`config.mk`:
```
export PLATFORM = sky130hd
export DESIGN_NAME = reg_bank_wr
export DESIGN_NICKNAME = d
export VERILOG_FILES = /design/src/rtl/reg_bank_wr.sv
export SDC_FILE = /design/constraint.sdc
export NUM_CORES = 1
export LEC_CHECK = 0
export ABC_AREA = 0
export CAP_MARGIN = 20
export CORE_AREA = 2 2 425 427
export CTS_BUF_LIST = sky130_fd_sc_hd__clkbuf_16
export CTS_CLUSTER_DIAMETER = 60
export DETAILED_ROUTE_END_ITERATION = 12
export DIE_AREA = 0 0 427 429
export GPL_TIMING_DRIVEN = 0
export HOLD_SLACK_MARGIN = 0.12
export SYNTH_ARGS = -nofsm -noshare
export SYNTH_HDL_FRONTEND = slang
export SYNTH_SLANG_ARGS = --single-unit
```
`constraint.sdc`:
```
create_clock -name clk_i -period 6.85 [get_ports clk_i]
set_input_delay 1.0275 -clock clk_i [delete_from_list [all_inputs] [get_ports clk_i]]
set_output_delay 1.0275 -clock clk_i [all_outputs]
set_load 0.03 [all_outputs]
```
`src/rtl/reg_bank_wr.sv`:
```
// reg_bank_wr: architectural register file (r1..r31, r0 tied to zero) with a single physical
// write port shared by ALU writeback and load writeback.
//
// Ports:
//   clk_i, rst_ni           clock and asynchronous active-low reset
//   alu_we_i/waddr/wdata    ALU writeback (always wins the write port)
//   ld_valid_i, ld_ready_o  load writeback handshake; ld_ready_o = ~pend_valid_o
//   ld_waddr_i, ld_wdata_i  load destination and data
//   pend_valid_o            one-entry pending-load buffer occupied
//   ld_drop_o               one-cycle pulse when a load loses to a same-address ALU write
//   r0_o..r31_o             current register contents (r0_o constant zero)
module reg_bank_wr #(
  parameter int unsigned DW = 32,
  parameter int unsigned AW = 5
) (
  input  logic          clk_i,
  input  logic          rst_ni,
  input  logic          alu_we_i,
  input  logic [AW-1:0] alu_waddr_i,
  input  logic [DW-1:0] alu_wdata_i,
  input  logic          ld_valid_i,
  output logic          ld_ready_o,
  input  logic [AW-1:0] ld_waddr_i,
  input  logic [DW-1:0] ld_wdata_i,
  output logic          pend_valid_o,
  output logic          ld_drop_o,
  output logic [DW-1:0] r0_o,
  output logic [DW-1:0] r1_o,
  output logic [DW-1:0] r2_o,
  output logic [DW-1:0] r3_o,
  output logic [DW-1:0] r4_o,
  output logic [DW-1:0] r5_o,
  output logic [DW-1:0] r6_o,
  output logic [DW-1:0] r7_o,
  output logic [DW-1:0] r8_o,
  output logic [DW-1:0] r9_o,
  output logic [DW-1:0] r10_o,
  output logic [DW-1:0] r11_o,
  output logic [DW-1:0] r12_o,
  output logic [DW-1:0] r13_o,
  output logic [DW-1:0] r14_o,
  output logic [DW-1:0] r15_o,
  output logic [DW-1:0] r16_o,
  output logic [DW-1:0] r17_o,
  output logic [DW-1:0] r18_o,
  output logic [DW-1:0] r19_o,
  output logic [DW-1:0] r20_o,
  output logic [DW-1:0] r21_o,
  output logic [DW-1:0] r22_o,
  output logic [DW-1:0] r23_o,
  output logic [DW-1:0] r24_o,
  output logic [DW-1:0] r25_o,
  output logic [DW-1:0] r26_o,
  output logic [DW-1:0] r27_o,
  output logic [DW-1:0] r28_o,
  output logic [DW-1:0] r29_o,
  output logic [DW-1:0] r30_o,
  output logic [DW-1:0] r31_o
);

  logic [DW-1:0] regs_q [1:31];

  logic          pend_valid_q, pend_valid_d;
  logic [AW-1:0] pend_addr_q, pend_addr_d;
  logic [DW-1:0] pend_data_q, pend_data_d;
  logic          ld_drop_q, ld_drop_d;

  logic          alu_act;
  logic          ld_new;
  logic          src_vld;
  logic [AW-1:0] src_addr;
  logic [DW-1:0] src_data;
  logic          wr_en;
  logic [AW-1:0] wr_addr;
  logic [DW-1:0] wr_data;

  assign ld_ready_o = ~pend_valid_q;
  assign alu_act    = alu_we_i && (alu_waddr_i != '0);
  // Loads to r0 are accepted but discarded outright.
  assign ld_new     = ld_valid_i && ld_ready_o && (ld_waddr_i != '0);

  // Pending entry and a freshly accepted load are mutually exclusive (ld_ready is low).
  assign src_vld  = pend_valid_q || ld_new;
  assign src_addr = pend_valid_q ? pend_addr_q : ld_waddr_i;
  assign src_data = pend_valid_q ? pend_data_q : ld_wdata_i;

  always_comb begin
    pend_valid_d = pend_valid_q;
    pend_addr_d  = pend_addr_q;
    pend_data_d  = pend_data_q;
    ld_drop_d    = 1'b0;
    wr_en        = 1'b0;
    wr_addr      = '0;
    wr_data      = '0;
    if (alu_act) begin
      wr_en   = 1'b1;
      wr_addr = alu_waddr_i;
      wr_data = alu_wdata_i;
      if (src_vld) begin
        if (src_addr == alu_waddr_i) begin
          // ALU result is newer; the load value must never become visible.
          pend_valid_d = 1'b0;
          ld_drop_d    = 1'b1;
        end else begin
          pend_valid_d = 1'b1;
          pend_addr_d  = src_addr;
          pend_data_d  = src_data;
        end
      end
    end else if (src_vld) begin
      wr_en        = 1'b1;
      wr_addr      = src_addr;
      wr_data      = src_data;
      pend_valid_d = 1'b0;
    end
  end

  always_ff @(posedge clk_i or negedge rst_ni) begin
    if (!rst_ni) begin
      pend_valid_q <= 1'b0;
      pend_addr_q  <= '0;
      pend_data_q  <= '0;
      ld_drop_q    <= 1'b0;
      for (int i = 1; i < 32; i++) begin
        regs_q[i] <= '0;
      end
    end else begin
      pend_valid_q <= pend_valid_d;
      pend_addr_q  <= pend_addr_d;
      pend_data_q  <= pend_data_d;
      ld_drop_q    <= ld_drop_d;
      for (int i = 1; i < 32; i++) begin
        if (wr_en && (wr_addr == AW'(i))) begin
          regs_q[i] <= wr_data;
        end
      end
    end
  end

  assign pend_valid_o = pend_valid_q;
  assign ld_drop_o    = ld_drop_q;

  assign r0_o  = '0;
  assign r1_o  = regs_q[1];
  assign r2_o  = regs_q[2];
  assign r3_o  = regs_q[3];
  assign r4_o  = regs_q[4];
  assign r5_o  = regs_q[5];
  assign r6_o  = regs_q[6];
  assign r7_o  = regs_q[7];
  assign r8_o  = regs_q[8];
  assign r9_o  = regs_q[9];
  assign r10_o = regs_q[10];
  assign r11_o = regs_q[11];
  assign r12_o = regs_q[12];
  assign r13_o = regs_q[13];
  assign r14_o = regs_q[14];
  assign r15_o = regs_q[15];
  assign r16_o = regs_q[16];
  assign r17_o = regs_q[17];
  assign r18_o = regs_q[18];
  assign r19_o = regs_q[19];
  assign r20_o = regs_q[20];
  assign r21_o = regs_q[21];
  assign r22_o = regs_q[22];
  assign r23_o = regs_q[23];
  assign r24_o = regs_q[24];
  assign r25_o = regs_q[25];
  assign r26_o = regs_q[26];
  assign r27_o = regs_q[27];
  assign r28_o = regs_q[28];
  assign r29_o = regs_q[29];
  assign r30_o = regs_q[30];
  assign r31_o = regs_q[31];

endmodule

```
# --- Word-level counts from Yosys, hierarchy flattened ---
# Index checks and enable logic that the tools add are counted.
# W data, S select, Z words.
op_classes:
  bitwise: 2
  n_eq_ne: 32
  muxes: 15
  n_reduce_logical: 38
ops:
  columns: ["cell", "count"]
  rows:
  - ["$mux W32", 3]
  - ["$eq A5 B5 Y1 const B", 16]
  - ["$eq A5 B4 Y1 const B", 8]
  - ["$logic_and A1 B1 Y1", 34]
  - ["$eq A5 B3 Y1 const B", 4]
  - ["$mux W5", 3]
  - ["$eq A5 B2 Y1 const B", 2]
  - ["$reduce_bool A5 Y1", 2]
  - ["$mux W1", 9]
  - ["$eq A5 B1 Y1 const B", 1]
  - ["$eq A5 B5 Y1", 1]
  - ["$reduce_and A3 Y1", 1]
  - ["$not A1 Y1", 2]
  - ["$logic_or A1 B1 Y1", 1]
totals:
  ff_bits: 1031
  wordCells: 122
  in_bits: 78
  out_inout_bits: 1027

# --- Depth between registers and ports, before layout ---
depth:
  ltp_word: 8
  mapped_depth: 10
  mapped_depth_nobuf: 5

# --- Least setup slack after synthesis ---
# Ideal clock, no wire load.
synth_path:
  kind: "input to register"
  from: "in alu_waddr_i[0]"
  to: "reg regs_q (netlist bit r4_o[10])"
  setup_time_ns: 0.125
  slack_ns: 3.606
  n_path_buf: 4
  path_stages: 9
  t_arrival_ns: 3.119
  cell_sequence: "buf_4 nor4_4 a21o_1 buf_6 mux2_2 or3b_1 buf_2 buf_6 mux2_4"
synth_via:
  elab_chain_len: 5
  elab_cells_between_ends: 7
  cone_classes: "1 x eq/ne; 3 x mux; 3 x reduce/logical"
synth_rtl:
  columns: ["element", "line", "text"]
  rows:
  - ["start: declaration", "19", "input logic [AW-1:0] alu_waddr_i,"]
  - ["$reduce_bool A5 Y1", "78", "assign alu_act = alu_we_i && (alu_waddr_i != '0);"]
  - ["$logic_and A1 B1 Y1", "78", null]
  - ["$mux W5", "95", "if (alu_act) begin"]
  - ["$eq A5 B3 Y1", "133", "if (wr_en && (wr_addr == AW'(i))) begin"]
  - ["$logic_and A1 B1 Y1", "133", null]
  - ["end signal: indexed assignment", "134", "regs_q[i] <= wr_data;"]
  - ["end: declaration", "61", "logic [DW-1:0] regs_q [1:31];"]
# Parallel ways exist; a longest one is shown, timed or not.
# A chain may end at the register's enable or synchronous reset.

# --- Final worst setup path ---
layout_path:
  from: "in ld_waddr_i[0]"
  to: "reg regs_q (netlist bit r30_o[1])"
layout_via:
  elab_chain_len: 7
  elab_cells_between_ends: 12
  cone_classes: "1 x eq/ne; 7 x mux; 4 x reduce/logical"
layout_rtl:
  columns: ["element", "line", "text"]
  rows:
  - ["start: declaration", "23", "input logic [AW-1:0] ld_waddr_i,"]
  - ["$reduce_bool A5 Y1", "80", "assign ld_new = ld_valid_i && ld_ready_o && (ld_waddr_i != '0);"]
  - ["$logic_and A1 B1 Y1", "80", null]
  - ["$logic_or A1 B1 Y1", "83", "assign src_vld = pend_valid_q || ld_new;"]
  - ["$mux W5", "110", "end else if (src_vld) begin"]
  - ["$mux W5", "95", null]
  - ["$eq A5 B5 Y1", "133", null]
  - ["$logic_and A1 B1 Y1", "133", null]
# Parallel ways exist; a longest one is shown, timed or not.

==> reports/qor.yml <==
avgSynthCellArea_um2: 15.9
track_usage: 0.182
drive_gt1_frac: 0.339
ios: 1105
grt_pass1_vias: 27400
drtIter0Drc: 1566
drc: 0
end_kind: "flip-flop"
drtPass1Iterations: 5
post_cts_resized: 0
clock-sinks: 1031
fill_cells: 17700
cts-htree-levels: 3
post-route-min-period_ns: 4.40
synth.top_cell.area_share: 0.640
dr_total_vias: 26900
synth_top_cell_by_area: "dfrtp_1"
synth_ff_type: "dfrtp_1"
die_area_mm2: 0.183
slew_headroom: 0.141
viasPerCell: 4.29
final_common_cell: "clkdlybuf4s50_1"
tightestPinTransition_ns: 1.29
routed_wl_um: 170000
hp-class: "in -> async"
skew_ns: 0.0324
rsz0062_at_grt: "no"
ir_worst_vdd_v: 0.000261
cts_root_buffer: "clkbuf_16"
routedWlPerCell_um: 27.2
cp_max_fo: 10
place_inst: 6027
drv_slew: 0
cts_tree: "built"
hpwlAfterDp_um: 132000
setup_viol: 0
cp.arrival_ns: 5.11
crit_type: "in -> reg"
final_nets: 3872
finalNonFillerCells: 6262
power_density_mw_per_mm2: 500
start_util: 0.226
cap_viol_max_count: 0
rows: 155
async_flop_share: 1.00
globalRoute.totalOverflow: 0
cp-start-kind: "input pin"
final_cell_mix: "1,067 x clkdlybuf4s50_1, 1,031 x dfrtp_1, 910 x mux2_2"
cts_made_buffers: 119
synth_edf_count: 0
clk_pin_slew_ns: 0.06
gp_congestion: 0.812
areaGrowthSynthToFinish_pct: 45.0
port_buffers: 1068
synthCells: 2531
ys_types: 53
fin_setup_tns_ns: 0
clk_latency_ns: 0.77
finalHoldViolCount: 0
cts_hold_buf: 0
grt_pass1_wl_um: 231000
power_leakage_nw: 25.9
cp_data_required_time_ns: 7.56
fp.dieH_um: 429
synth_top_cells_by_area: "dfrtp_1 64%, mux2_2 25%, mux2_1 2.6%"
core-area_mm2: 0.178
antenna_found_initial: 31
die_x_um: 427
status: "completed"
cts_buffer_depth: 3
yosysSeqAreaShare: 0.640
synth_warnings: 0
period_share: 0.643
timing.fmax_mhz: 227
post_cts_buffers: 0
ant_nets: 0
netlist_area_mm2: 0.0403
ys_ff_latch: 1031
grt_max_degree: 172
-- worst max-delay path: stages --
cell,delay [ns]
clkdlybuf4s50_1,0.62
nor4_1,0.10
a21oi_1,0.55
nand2_1,0.53
clkbuf_1,0.36
o21ai_0,0.87
clkbuf_1,0.73
mux2_2,0.30
-- cell usage after synthesis (2+ instances only) --
cell      instances
a21oi_1           4
a22oi_1           2
a32oi_1           4
and3_1            2
buf_2            81
buf_4            57
buf_6             4
clkbuf_1        103
dfrtp_1        1031
inv_1             4
mux2_1           94
mux2_2          910
mux2_4           30
mux2i_1          38
nand2_1          38
nand3_1           9
nand3b_1          8
nor2_1           11
nor2_2            3
nor3_1            4
nor3_2            7
nor4_1            3
o21a_1            2
o21ai_0          41
o21ai_1           2
o31a_1            4
o31ai_1           2
o32ai_2           2
or2_2             2
or3_1             2
xnor2_1           5
-- cells by family (layout without fill, tap and decap cells) --
family                 Yosys count  count (layout)  synth area share
flip-flops                    1031            1031             0.640
multiplexers                  1073            1073             0.301
AO/OA/AOI/OAI                   71              71            0.0115
XOR/XNOR                         5               5           0.00109
buffers and inverters          251            1579            0.0319
other                            1              49         0.0000930
AND/OR/NAND/NOR                 99              99            0.0137
-- stage by stage --
step | utilization | power (mW) | area [um2] | hold WS (ns) | setup WS, ns
after floorplan | - | 16.7 | 40400 | 0.458 | 3.61
after CTS | 0.328 | 29.5 | 58400 | 0.246 | 2.53
after global placement | 0.304 | 23.3 | 54100 | 0.469 | -43.70
after detailed placement | 0.307 | 23.4 | 54700 | 0.474 | 1.64
final | 0.328 | 29.2 | 58400 | 0.333 | 2.45
after global routing | 0.328 | 30.3 | 58400 | 0.332 | 2.45
-- per-layer routing --
metal  wire length [um]  vias up  global-route usage  part of all wire
met5                  0        -                   0                 0
met4               5640        0              0.0657             0.033
met3               9380      241              0.0405             0.055
met2              89900      850               0.328              0.53
met1              65200    14400               0.209              0.38
li1                   -    11400                   -                 -
-- where the power goes --
| part | leakage (nW) | internal (mW) | total, mW | switching [mW] |
|---|---|---|---|---|
| Sequential | 13.3 | 8.45 | 9.68 | 1.24 |
| Combinational | 10.7 | 5.69 | 13.5 | 7.81 |
| Clock | 1.89 | 3.33 | 6.02 | 2.69 |
| Total | 25.9 | 17.5 | 29.2 | 11.7 |
-- path summary, 6_finish.rpt --
check / endpoint / start / cells past startpoint / slack (ns)
min: r9_o[1] / rst_ni / 1 / 0.33
min in group clk_i: r11_o[2] / r11_o[2] / 1 / 0.48
max: r30_o[1] / ld_waddr_i[0] / 8 / 2.45
max in group asynchronous: r7_o[14] / rst_ni / 4 / 3.61
max reg2reg: r30_o[1] / pend_valid_o / 7 / 2.97
min reg2reg: r11_o[2] / r11_o[2] / 1 / 0.48
-- layout make-up --
class                      count  area, um2  share of cell area
tap                         2355       2950              0.0504
buffer                       246       1270              0.0217
inverter                       5       18.8            0.000321
multi-input combinational   1280      13400               0.229
antenna                       17       42.5            0.000728
clock inverter                97        643              0.0110
sequential                  1031      25800               0.441
clock buffer                 120       3000              0.0514
timing repair buffer        1111      11300               0.194
Note: power is estimated with default switching activity, not from simulation.
